File: config.mk
export PLATFORM = sky130hd
export DESIGN_NAME = calc_operand_capture
export DESIGN_NICKNAME = d
export VERILOG_FILES = /design/src/rtl/calc_operand_capture.sv
export SDC_FILE = /design/constraint.sdc
export NUM_CORES = 1
export LEC_CHECK = 0
export BUFFER_PORTS_ARGS = -buffer_cell sky130_fd_sc_hd__buf_2
export CAP_MARGIN = 40
export CORE_MARGIN = 4
export CORE_UTILIZATION = 56
export DETAILED_ROUTE_END_ITERATION = 10
export HOLD_SLACK_MARGIN = 0.15
export PLACE_DENSITY = 0.79
export SYNTH_ARGS = -nofsm -noshare
export SYNTH_HDL_FRONTEND = slang
export SYNTH_SLANG_ARGS = --single-unit
export TNS_END_PERCENT = 30
File: constraint.sdc
create_clock -name CLOCK_50 -period 2 [get_ports CLOCK_50]
set_input_delay 0 -clock CLOCK_50 [delete_from_list [all_inputs] [get_ports CLOCK_50]]
set_output_delay 0 -clock CLOCK_50 [all_outputs]
set_load 0.02 [all_outputs]
File: src/rtl/calc_operand_capture.sv
// calc_operand_capture
// Front-end for the 4-bit signed calculator. Raw switches, opcode lines and
// the ENTER pushbutton are brought into the CLOCK_50 domain with two-flop
// synchronisers. ENTER is then debounced. Each debounced press loads
// A_OUT/B_OUT/OP_OUT together and raises VALID for exactly one cycle. BUSY
// stays high from the capture until the debounced release.
//
// Optional feature: define CALC_REPEAT_EN to enable auto-repeat. While ENTER
// is held, the outputs are re-sampled and VALID pulses every REPEAT_CYCLES
// cycles. When the macro is undefined the repeat logic is not built.
//
// Debug visibility: the FSM state is held in r_state (type state_t).

module calc_operand_capture #(
    parameter int DEBOUNCE_CYCLES = 16,
    parameter int CNT_W           = 20,
    parameter int REPEAT_CYCLES   = 8
) (
    input  logic       CLOCK_50,
    input  logic       RESET_N,
    input  logic [7:0] SW,
    input  logic [2:0] KEY,
    input  logic       ENTER_N,
    output logic [3:0] A_OUT,
    output logic [3:0] B_OUT,
    output logic [2:0] OP_OUT,
    output logic       VALID,
    output logic       BUSY
);

    // Both counters must be able to reach their terminal value without wrapping.
    if (CNT_W < 1 || DEBOUNCE_CYCLES < 1 || REPEAT_CYCLES < 1 ||
        DEBOUNCE_CYCLES > (2 ** CNT_W) || REPEAT_CYCLES > (2 ** CNT_W)) begin : g_bad_cfg
        $error("calc_operand_capture: CNT_W too small or cycle counts below 1");
    end

    localparam logic [CNT_W-1:0] DEB_LAST = CNT_W'(DEBOUNCE_CYCLES - 1);

    typedef enum logic [1:0] {
        ST_IDLE    = 2'd0,
        ST_CAPTURE = 2'd1,
        ST_HELD    = 2'd2
    } state_t;

    // Synchroniser stages
    logic [7:0]       r_sw_m, r_sw_s;
    logic [2:0]       r_key_m, r_key_s;
    logic             r_ent_m, r_ent_s;

    // Debouncer
    logic [CNT_W-1:0] r_cnt;
    logic             r_deb;
    logic             w_ent_differ;
    logic             w_deb_done;

    // FSM
    state_t           r_state;
    state_t           w_state_nxt;

    // Output registers and their next-cycle controls
    logic [3:0]       r_a, r_b;
    logic [2:0]       r_op;
    logic             r_valid, r_busy;
    logic             w_load;
    logic             w_valid_nxt;
    logic             w_busy_nxt;
    logic             w_rep_fire;

    // Two-flop synchronisers. ENTER resets to 1 so that reset reads as "released".
    always_ff @(posedge CLOCK_50 or negedge RESET_N) begin
        if (!RESET_N) begin
            r_sw_m  <= 8'h00;
            r_sw_s  <= 8'h00;
            r_key_m <= 3'b000;
            r_key_s <= 3'b000;
            r_ent_m <= 1'b1;
            r_ent_s <= 1'b1;
        end else begin
            r_sw_m  <= SW;
            r_sw_s  <= r_sw_m;
            r_key_m <= KEY;
            r_key_s <= r_key_m;
            r_ent_m <= ENTER_N;
            r_ent_s <= r_ent_m;
        end
    end

    // The debounced level follows ENT_S only after it has disagreed for DEBOUNCE_CYCLES edges.
    assign w_ent_differ = (r_ent_s != r_deb);
    assign w_deb_done   = w_ent_differ && (r_cnt == DEB_LAST);

    // Debounce counter. Any agreeing edge restarts the count, so the counter never passes DEB_LAST.
    always_ff @(posedge CLOCK_50 or negedge RESET_N) begin
        if (!RESET_N) begin
            r_cnt <= '0;
            r_deb <= 1'b1;
        end else if (!w_ent_differ) begin
            r_cnt <= '0;
        end else if (w_deb_done) begin
            r_cnt <= '0;
            r_deb <= r_ent_s;
        end else begin
            r_cnt <= r_cnt + CNT_W'(1);
        end
    end

`ifdef CALC_REPEAT_EN
    localparam logic [CNT_W-1:0] REP_LAST = CNT_W'(REPEAT_CYCLES - 1);

    logic [CNT_W-1:0] r_rep_cnt;

    // Repeat interval timer. It runs only while HELD with ENTER still pressed and is zero otherwise.
    always_ff @(posedge CLOCK_50 or negedge RESET_N) begin
        if (!RESET_N) begin
            r_rep_cnt <= '0;
        end else if ((r_state == ST_HELD) && !r_deb) begin
            if (w_rep_fire) begin
                r_rep_cnt <= '0;
            end else begin
                r_rep_cnt <= r_rep_cnt + CNT_W'(1);
            end
        end else begin
            r_rep_cnt <= '0;
        end
    end

    assign w_rep_fire = (r_state == ST_HELD) && !r_deb && (r_rep_cnt == REP_LAST);
`else
    assign w_rep_fire = 1'b0;
`endif

    // FSM state register
    always_ff @(posedge CLOCK_50 or negedge RESET_N) begin
        if (!RESET_N) begin
            r_state <= ST_IDLE;
        end else begin
            r_state <= w_state_nxt;
        end
    end

    // FSM next-state logic. A press is a debounced low level; the release is a debounced high level.
    always_comb begin
        w_state_nxt = r_state;
        case (r_state)
            ST_IDLE:    if (!r_deb) w_state_nxt = ST_CAPTURE;
            ST_CAPTURE: w_state_nxt = ST_HELD;
            ST_HELD:    if (r_deb) w_state_nxt = ST_IDLE;
            default:    w_state_nxt = ST_IDLE;
        endcase
    end

    // FSM output decode. The decoded controls are registered on the next edge.
    always_comb begin
        w_load      = 1'b0;
        w_valid_nxt = 1'b0;
        w_busy_nxt  = r_busy;
        case (r_state)
            ST_IDLE: begin
                w_busy_nxt = 1'b0;
            end
            ST_CAPTURE: begin
                w_load      = 1'b1;
                w_valid_nxt = 1'b1;
                w_busy_nxt  = 1'b1;
            end
            ST_HELD: begin
                // Release takes priority over a repeat pulse in the same cycle.
                if (r_deb) begin
                    w_busy_nxt = 1'b0;
                end else if (w_rep_fire) begin
                    w_load      = 1'b1;
                    w_valid_nxt = 1'b1;
                end
            end
            default: begin
                w_busy_nxt = 1'b0;
            end
        endcase
    end

    // Output registers. A, B and OP load together from the synchronised inputs, so they are never half-updated.
    always_ff @(posedge CLOCK_50 or negedge RESET_N) begin
        if (!RESET_N) begin
            r_a     <= 4'h0;
            r_b     <= 4'h0;
            r_op    <= 3'b000;
            r_valid <= 1'b0;
            r_busy  <= 1'b0;
        end else begin
            r_valid <= w_valid_nxt;
            r_busy  <= w_busy_nxt;
            if (w_load) begin
                r_a  <= r_sw_s[7:4];
                r_b  <= r_sw_s[3:0];
                r_op <= r_key_s;
            end
        end
    end

    assign A_OUT  = r_a;
    assign B_OUT  = r_b;
    assign OP_OUT = r_op;
    assign VALID  = r_valid;
    assign BUSY   = r_busy;

endmodule

==> results of run 1 <==
-- stage by stage --
| stage | util, % | cell area (um^2) | instances |
|---|---|---|---|
| CTS | 76.2 | 2850 | 271 |
| floorplan | - | 2230 | 165 |
| global route | 76.2 | 2850 | 271 |
| finish | 76.2 | 2850 | 271 |
| global placement | 65.3 | 2440 | 241 |
| detailed placement | 65.3 | 2440 | 241 |
-- critical path: cells and delay by family, from the launching register on --
kind             cells  cell delay (ns)
AND/OR/NAND/NOR      3             0.74
flip-flops           1             0.49
AO/OA/AOI/OAI        1             0.40
-- final timing paths --
kind	start	endpoint	slack, ns	cells past startpoint
setup / recovery	r_cnt[7]	r_cnt[17]	0.25	4
hold / removal	RESET_N	OP_OUT[2]	0.21	3
setup reg to reg	r_cnt[7]	r_cnt[17]	0.25	4
hold reg to reg	r_sw_m[7]	r_sw_s[7]	0.35	0
max in group asynchronous	RESET_N	r_key_m[2]	1.09	3
min in group CLOCK_50	SW[1]	r_sw_m[1]	0.30	2
-- registers in the layout (all words and copies together), names as in the netlist --
register / flops
r_cnt: 20
r_sw_m: 8
r_sw_s: 8
A_OUT: 4
B_OUT: 4
OP_OUT: 3
r_key_m: 3
r_key_s: 3
r_state: 2
BUSY: 1
VALID: 1
r_deb: 1
r_ent_m: 1
r_ent_s: 1
-- metal layers --
| layer | wire length (um) | track usage, % |
|---|---|---|
| met5 | 0 | 0 |
| met1 | 1660 | 21.1 |
| met2 | 2070 | 30.7 |
| met4 | 108 | 9.19 |
| met3 | 219 | 8.66 |
-- cells in the final DEF, fill, tap and decap left out, types with 7 or more instances in the layout --
cell | synthesis | layout
nor2_1 | 21 | 21
xnor2_1 | 12 | 12
mux2_2 | 12 | 12
clkbuf_8 | 0 | 13
buf_2 | 2 | 26
dfrtp_1 | 57 | 57
dlygate4sd3_1 | 0 | 14
nand2_1 | 7 | 7
nor4_1 | 7 | 7
-- kinds of logic after synthesis --
family | Yosys count
XOR/XNOR | 14
multiplexers | 12
adder cells (fa/ha/maj) | 1
AO/OA/AOI/OAI | 11
buffers and inverters | 8
AND/OR/NAND/NOR | 59
flip-flops | 60
-- repair_timing --
action,4_1_cts,5_1_grt
endpoints found under the hold margin,69,0
setup buffers,0,0
resized for setup,0,0
hold buffers,14,0
-- power groups by stage --
stage	logic [W]	clock network (W)	registers (W)
2_1_floorplan	0.000247	0	0.00166
3_3_place_gp	0.000617	0	0.00149
3_5_place_dp	0.000633	0	0.00150
4_1_cts	0.000658	0.00144	0.00148
5_1_grt	0.000691	0.00152	0.00151
6_report	0.000646	0.00141	0.00149
-- cell type report --
| type | count | area (um^2) |
|---|---|---|
| timing repair buffer | 46 | 315 |
| clock inverter | 3 | 90.1 |
| tap | 48 | 60.1 |
| clock buffer | 13 | 179 |
| inverter | 4 | 15.0 |
| sequential | 60 | 1510 |
| fill | 234 | 890 |
| multi-input combinational | 97 | 689 |
==> metrics.txt, run 1 <==
H-tree depth=3; Worst slew margin=73.1%; crit end category=flop; total congestion overflow=0; Rows=22; Worst-Margin Slew=0.401 ns; DP Wirelength=2.69 mm; Final nets=233; gr usage total=18.9%; WP data required=2.20 ns; syn_nets=180; clk_lat worst skew=0.33 ns; CTS root buf=clkbuf_8; top cell type's share of synthesized area=64.0%; Port Buffer Count=26; starting density of the core=59.5%; first-pass GRT wire length=7.13 mm; Max-cap violations=0; CTS tree=done; crit path kind=flop to flop; sequential area share after synthesis=67.6%; TritonRoute pass-1 iters=4; Ports=27; CP max-delay cell=dfrtp_1; Post-Syn Area per Cell=13.5 um^2; sequential share of power=41.9%; die width=71.1 um; total routed wirelength=4.06 mm; antenna violations before repair=0; EDFF count, synth=0; warnings from Yosys=0; Final Cycle Share=87.6%; die extent in y=71.1 um; Comb pwr share=18.2%; Via density=5.32; crit path time final=1.75 ns; core area=3740 um^2; largest net degree at the start of global routing=35; Net Sw Power=0.000893 W; clock skew=0.00547 ns; Lkg Pwr=1.27 nW; Slew Viols, Final=0; number of global-route vias before repair=1545; area grow syn2layout=28.1%; CTS Sinks=60; overall via count from detail_route=1442; Int Pwr=0.00265 W; Synth Area in Compound Gates=3.43%; most frequent cell after synthesis=dfrtp_1; # diodes=0; slowest stage delay, CP=0.49 ns; Crit path arrival time=1.95 ns; asr flop ratio synth=100%; Post-synth top flop=dfrtp_1; drt wl/cell=15.0 um; Final Hold Fails=0; Pwr Density=1240 nW/um^2; detailed-route DRC error count=0; synth cell count leaders=dfrtp_1, nor2_1, mux2_2, xnor2_1; RSZ-0062 raised after global routing=false; worst slack, placed=0.262 ns; Yosys top cell by area=dfrtp_1; Mapped Cells=165; cts bufs inserted=9; Synth cell types=30; Clock Power Share=39.9%; crit-path cells=nand4_4 > nor4_4 > nor2_1 > a2111oi_2; Initial DRC Count=133; Max Fclk=0.571 GHz; simple-gate share of the synthesized area=15.4%; Post-Synth Adder-Cell Area=0.562%; setup slack after layout=0.249 ns; worst hold slack=0.211 ns; Final setup viols=0; Hold Path Class=input pin to asynchronous set/reset pin; status=completed; largest cells by area after synthesis=dfrtp_1, mux2_2, xnor2_1; VDD IR max=0.752 mV; Clock Path Buffers=2; xor/xnor cell area share of the yosys netlist=5.51%; Netlist Area Pre-Place=2230 um^2; total negative slack=0 ns; clk slew on worst S/H paths=0.06 ns; total power draw=0.00355 W; Worst Setup Start Kind=flop; largest family of logic cells by synthesized area=simple AND/OR/NAND/NOR gates; Die ar.=5050 um^2; CP Max Fanout=6; share of cells above drive strength 1=31.4%; Final GP Congestion=0.848; switch share=25.2%; Final ANT Viol Nets=0; mux contribution to synthesized area=6.07%; FF+latch count, synth=60
Power figures use the tool's default switching activity.
==> run 2, diff against run 1 <==
- BUFFER_PORTS_ARGS: -buffer_cell sky130_fd_sc_hd__buf_2 -> not set
- CORE_UTILIZATION: 56 -> 58
- DONT_BUFFER_PORTS: not set -> 1
- PLACE_DENSITY: 0.79 -> 0.76
==> metrics.txt, run 2 (synthesis gave the netlist of run 1 again) <==
status=completed; Final Cycle Share=84.7%; total negative slack=0 ns; cts bufs inserted=9; crit end category=flop; Final setup viols=0; Ports=27; Hold Path Class=input pin to asynchronous set/reset pin; Final Hold Fails=0; crit path time final=1.69 ns; CP Max Fanout=5; most frequent cells in the layout=dfrtp_1, nor2_1, dlygate4sd3_1, xnor2_1, mux2_2; RSZ-0062 raised after global routing=false; Port Buffer Count=0; Initial DRC Count=127; Fillers=238; reg-to-reg slack, setup=0.31 ns; crit path kind=flop to flop; Worst-Margin Slew=0.379 ns; Clock Path Buffers=2; Crit path arrival time=1.95 ns; Die ar.=4900 um^2; clk slew on worst S/H paths=0.07 ns; CTS tree=done; CTS root buf=clkbuf_8; Max-cap violations=0; Final GP Congestion=0.784; total congestion overflow=0; Worst R2R Start=r_cnt[0]; clk_lat worst skew=0.33 ns; clock skew=0.00521 ns; detailed-route DRC error count=0; starting density of the core=60.4%; gr usage total=19.2%; antenna violations before repair=0; Critical R2R Capture=r_cnt[18]; Rows=22; first-pass GRT wire length=7.09 mm; most common cell after layout, fill and taps aside=dfrtp_1; share of cells above drive strength 1=21.1%; core area=3690 um^2; Max Fclk=0.591 GHz; WP data required=2.26 ns; DP Wirelength=2.48 mm; Final ANT Viol Nets=0; Slew Viols, Final=0; H-tree depth=3; total routed wirelength=3.98 mm; # diodes=0; worst hold slack=0.199 ns; TritonRoute pass-1 iters=4; max reg flops=20; die width=70.0 um; post_cts resized=0; drt wl/cell=16.4 um; Biggest register=r_cnt; Worst Setup Start Kind=flop; largest net degree at the start of global routing=61; area grow syn2layout=18.6%; Pwr Density=1160 nW/um^2; Worst slew margin=74.5%; biggest regs=r_cnt (20), r_sw_m (8), r_sw_s (8); overall via count from detail_route=1336; CTS Sinks=60; number of global-route vias before repair=1445; VDD IR max=0.933 mV; Lkg Pwr=1.12 nW; reg2reg path depth=6; Via density=5.52; die extent in y=70.0 um; Final nets=204
run 2: cell types whose count changed in the layout (fill, tap and decap cells not counted), sizes merged:
| cell | delta |
|---|---|
| bufinv | -2 |
| inv | +1 |
| buf | -28 |
| clkbuf | -3 |
| clkinvlp | +2 |
| dlygate4sd3 | -1 |
| clkinv | +2 |
run 2: what timing repair did:
item / in CTS / in global routing
setup buffers: 0 / 0
endpoints found under the hold margin: 72 / 0
hold buffers: 14 / 0
run 2: power breakdown:
| part | switching (W) | leakage, nW | internal (W) |
|---|---|---|---|
| combinational | 0.000142 | 0.285 | 0.000199 |
| clock | 0.000474 | 0.0927 | 0.000575 |
| sequential | 0.000278 | 0.744 | 0.00140 |
run 2: worst max path at each step:
| stage | start | end | slack [ns] |
|---|---|---|---|
| detailed placement | r_cnt[3] | r_cnt[17] | 0.30 |
| finish | r_cnt[0] | r_cnt[18] | 0.31 |
| global route | r_cnt[2] | r_cnt[17] | 0.13 |
| global placement | r_cnt[0] | r_cnt[16] | 0.40 |
| floorplan | r_cnt[0] | r_cnt[16] | 0.36 |
| CTS | r_cnt[0] | r_cnt[18] | 0.31 |
run 2: area by class of cell:
type / instances / area, um^2 / share of cell area (%)
clock buffers: 10 / 128 / 4.83
clock inverters: 6 / 63.8 / 2.42
inverters: 4 / 15.0 / 0.568
multi-input cells: 97 / 689 / 26.1
flip-flops and latches: 60 / 1510 / 57.0
well taps: 48 / 60.1 / 2.27
repair buffers: 17 / 180 / 6.82
run 2: per-layer routing:
metal | vias to the layer above | GRT usage [%] | routed length (um)
met5 | - | 0 | 0
li1 | 618 | - | -
met1 | 664 | 21.8 | 1550
met4 | 0 | 9.57 | 80
met3 | 10 | 7.77 | 255
met2 | 44 | 31.3 | 2090
run 2: through the flow:
step | instances | total power, W | instance area, um^2 | utilization, % | setup slack [ns]
6_report | 242 | 0.00306 | 2640 | 71.6 | 0.307
5_1_grt | 242 | 0.00322 | 2640 | 71.6 | 0.126
4_1_cts | 242 | 0.00311 | 2640 | 71.6 | 0.308
3_5_place_dp | 212 | 0.00199 | 2290 | 62.1 | 0.301
3_3_place_gp | 212 | 0.00196 | 2290 | 62.1 | 0.404
2_1_floorplan | 165 | 0.00190 | 2230 | - | 0.362
run 2: worst max-delay path, cell delays in order (launching register included):
cell      delay, ns
dfrtp_1        0.39
ha_1           0.21
nand3_1        0.11
buf_4          0.17
nor4_2         0.40
nand4b_1       0.17
a21oi_1        0.17
==> run 3, diff against run 2 <==
- ABC_AREA: not set -> 1
- clock period: 2 -> 1.7 ns (I/O delays scaled with it)
==> metrics.txt, run 3 <==
detailed-route DRC error count=0; VDD IR max=0.825 mV; Mapped Cells=276; first-pass GRT wire length=8.69 mm; RSZ-0062 raised after global routing=false; total congestion overflow=0; most common cell after layout, fill and taps aside=nand2_1; Biggest register=r_cnt; CP Launch Point=r_cnt[1]; DP Wirelength=3.35 mm; asr flop ratio synth=100%; WP data required=1.98 ns; warnings from Yosys=0; die extent in y=73.8 um; Final GP Congestion=0.873; Ports=27; Yosys top cell by area=dfrtp_1; CTS tree=done; overall via count from detail_route=1771; reg-to-reg slack, setup=0.33 ns; final core utilization=72.8%; area grow syn2layout=18.4%; FF+latch count, synth=60; EDFF count, synth=0; drt wl/cell=14.4 um; Critical Path Most Common Cell=nand2_1; met3 usage=5.75%; clock skew=0.0112 ns; H-tree depth=3; sequential area share after synthesis=59.9%; Rows=23; status=completed; gr usage total=22.2%; WP buf/inv=0; TritonRoute pass-1 iters=4; antenna violations before repair=0; Worst Setup Start Kind=flop; CP Max Fanout=3; Port Buffer Count=0; Worst slew margin=75.0%; # diodes=0; die width=73.8 um; Pwr Density=1290 nW/um^2; Critical R2R Capture=r_cnt[14]; share of cells above drive strength 1=13.8%; number of global-route vias before repair=1818; Die ar.=5450 um^2; Worst-Margin Slew=0.375 ns; met1 Use GR=28.5%; Hold Path Class=input pin to asynchronous set/reset pin; post-CTS setup buffer count=0; setup slack after layout=0.332 ns; Max-cap violations=0; crit end category=flop; grt met2 use=35.0%; cts bufs inserted=9; slowest stage delay, CP=0.39 ns; CP Depth=9; Final setup viols=0; Synth cell types=21; Via density=4.99; CTS root buf=clkbuf_8; most frequent cells in the layout=nand2_1, dfrtp_1, nor2_1, inv_1, nand3_1; Lkg Pwr=1.44 nW; synth cell count leaders=nand2_1, dfrtp_1, nor2_1; most frequent cell after synthesis=nand2_1; Post-CTS Hold Fix Bufs=14; largest cells by area after synthesis=dfrtp_1, nand2_1, nor2_1; Final Hold Fails=0; CP max-delay cell=dfrtp_1; clk_lat worst skew=0.34 ns; Clock Path Buffers=2; total routed wirelength=5.11 mm; max reg flops=20; Slew Viols, Final=0; top cell type's share of synthesized area=56.8%; Final Cycle Share=80.5%; syn_nets=291; worst slack, placed=0.366 ns; Final nets=316; clk slew on worst S/H paths=0.07 ns; reg2reg path depth=9; delay-heaviest family, CP=simple AND/OR/NAND/NOR gates; starting density of the core=61.5%; total negative slack=0 ns; Post-synth top flop=dfrtp_1; crit path kind=flop to flop; crit path to=r_cnt[14]; crit path time final=1.37 ns; largest net degree at the start of global routing=61; GRT busiest layer=met2; Final ANT Viol Nets=0; biggest regs=r_cnt (20), r_sw_m (8), r_sw_s (8); core area=4090 um^2; Max Fclk=0.731 GHz; crit-path cells=ha_1 > nand2_2 > nor2_4 > nand2_2 > nor2_4 > nand2_1 > nand2_1 > nand2_1 > nor2_1; post_cts resized=0; Post-Syn Area per Cell=9.10 um^2; worst hold slack=0.182 ns; Netlist Area Pre-Place=2510 um^2; Worst R2R Start=r_cnt[1]; Crit path arrival time=1.64 ns; Initial DRC Count=127; CTS Sinks=60
[run 3: cell types whose count changed in the layout (fill, tap and decap cells not counted), sizes merged, moves of 5 or more]
cell / change
xnor2: -11
a21oi: -5
mux2: -12
nand4: +6
xor2: +5
nand2: +74
nand3: +10
nor4: -9
inv: +33
nor2: +29
[run 3: how the worst min path moves through the flow]
| stage | from | to | slack, ns | cells past startpoint |
|---|---|---|---|---|
| 6_report | RESET_N | A_OUT[3] | 0.18 | 2 |
| 5_1_grt | RESET_N | r_cnt[13] | 0.20 | 2 |
| 3_3_place_gp | RESET_N | r_cnt[16] | -0.29 | 0 |
| 2_1_floorplan | RESET_N | A_OUT[0] | -0.30 | 0 |
| 4_1_cts | RESET_N | r_cnt[13] | 0.20 | 2 |
| 3_5_place_dp | RESET_N | r_cnt[18] | -0.29 | 0 |
[run 3: final cells by class]
cell class	instances	area, um^2
clock buffer	12	165
clock inverter	3	68.8
fill	303	1110
inverter	38	143
multi-input combinational	175	851
sequential	60	1510
tap	50	62.6
timing repair buffer	17	180
[run 3: routing by layer]
| layer | share of wire [%] | vias to the layer above |
|---|---|---|
| li1 | - | 892 |
| met1 | 44 | 832 |
| met2 | 50 | 36 |
| met3 | 3.7 | 11 |
| met4 | 2.1 | 0 |
| met5 | 0 | - |
[run 3: cells by family (layout without fill, tap and decap cells)]
logic type | after synthesis | count (layout) | share of synthesized area, %
simple gates | 163 | 163 | 29.7
buf+inv | 41 | 70 | 6.22
flops | 60 | 60 | 59.9
fa+ha+maj | 1 | 1 | 0.498
compound gates | 3 | 3 | 0.597
xor+xnor | 8 | 8 | 3.09
[run 3: per-stage QoR]
| stage | area, um^2 | total power, W | instances |
|---|---|---|---|
| after floorplan | 2510 | 0.00219 | 276 |
| after global routing | 2980 | 0.00403 | 355 |
| final | 2980 | 0.00384 | 355 |
| after global placement | 2580 | 0.00227 | 326 |
| after CTS | 2980 | 0.00383 | 355 |
| after detailed placement | 2580 | 0.00231 | 326 |
[run 3: where the power goes]
group	total (W)	switching, W	internal [W]
Combinational	0.000406	0.000267	0.000139
Sequential	0.00196	0.000324	0.00164
Clock	0.00147	0.000535	0.000940
Total	0.00384	0.00113	0.00271
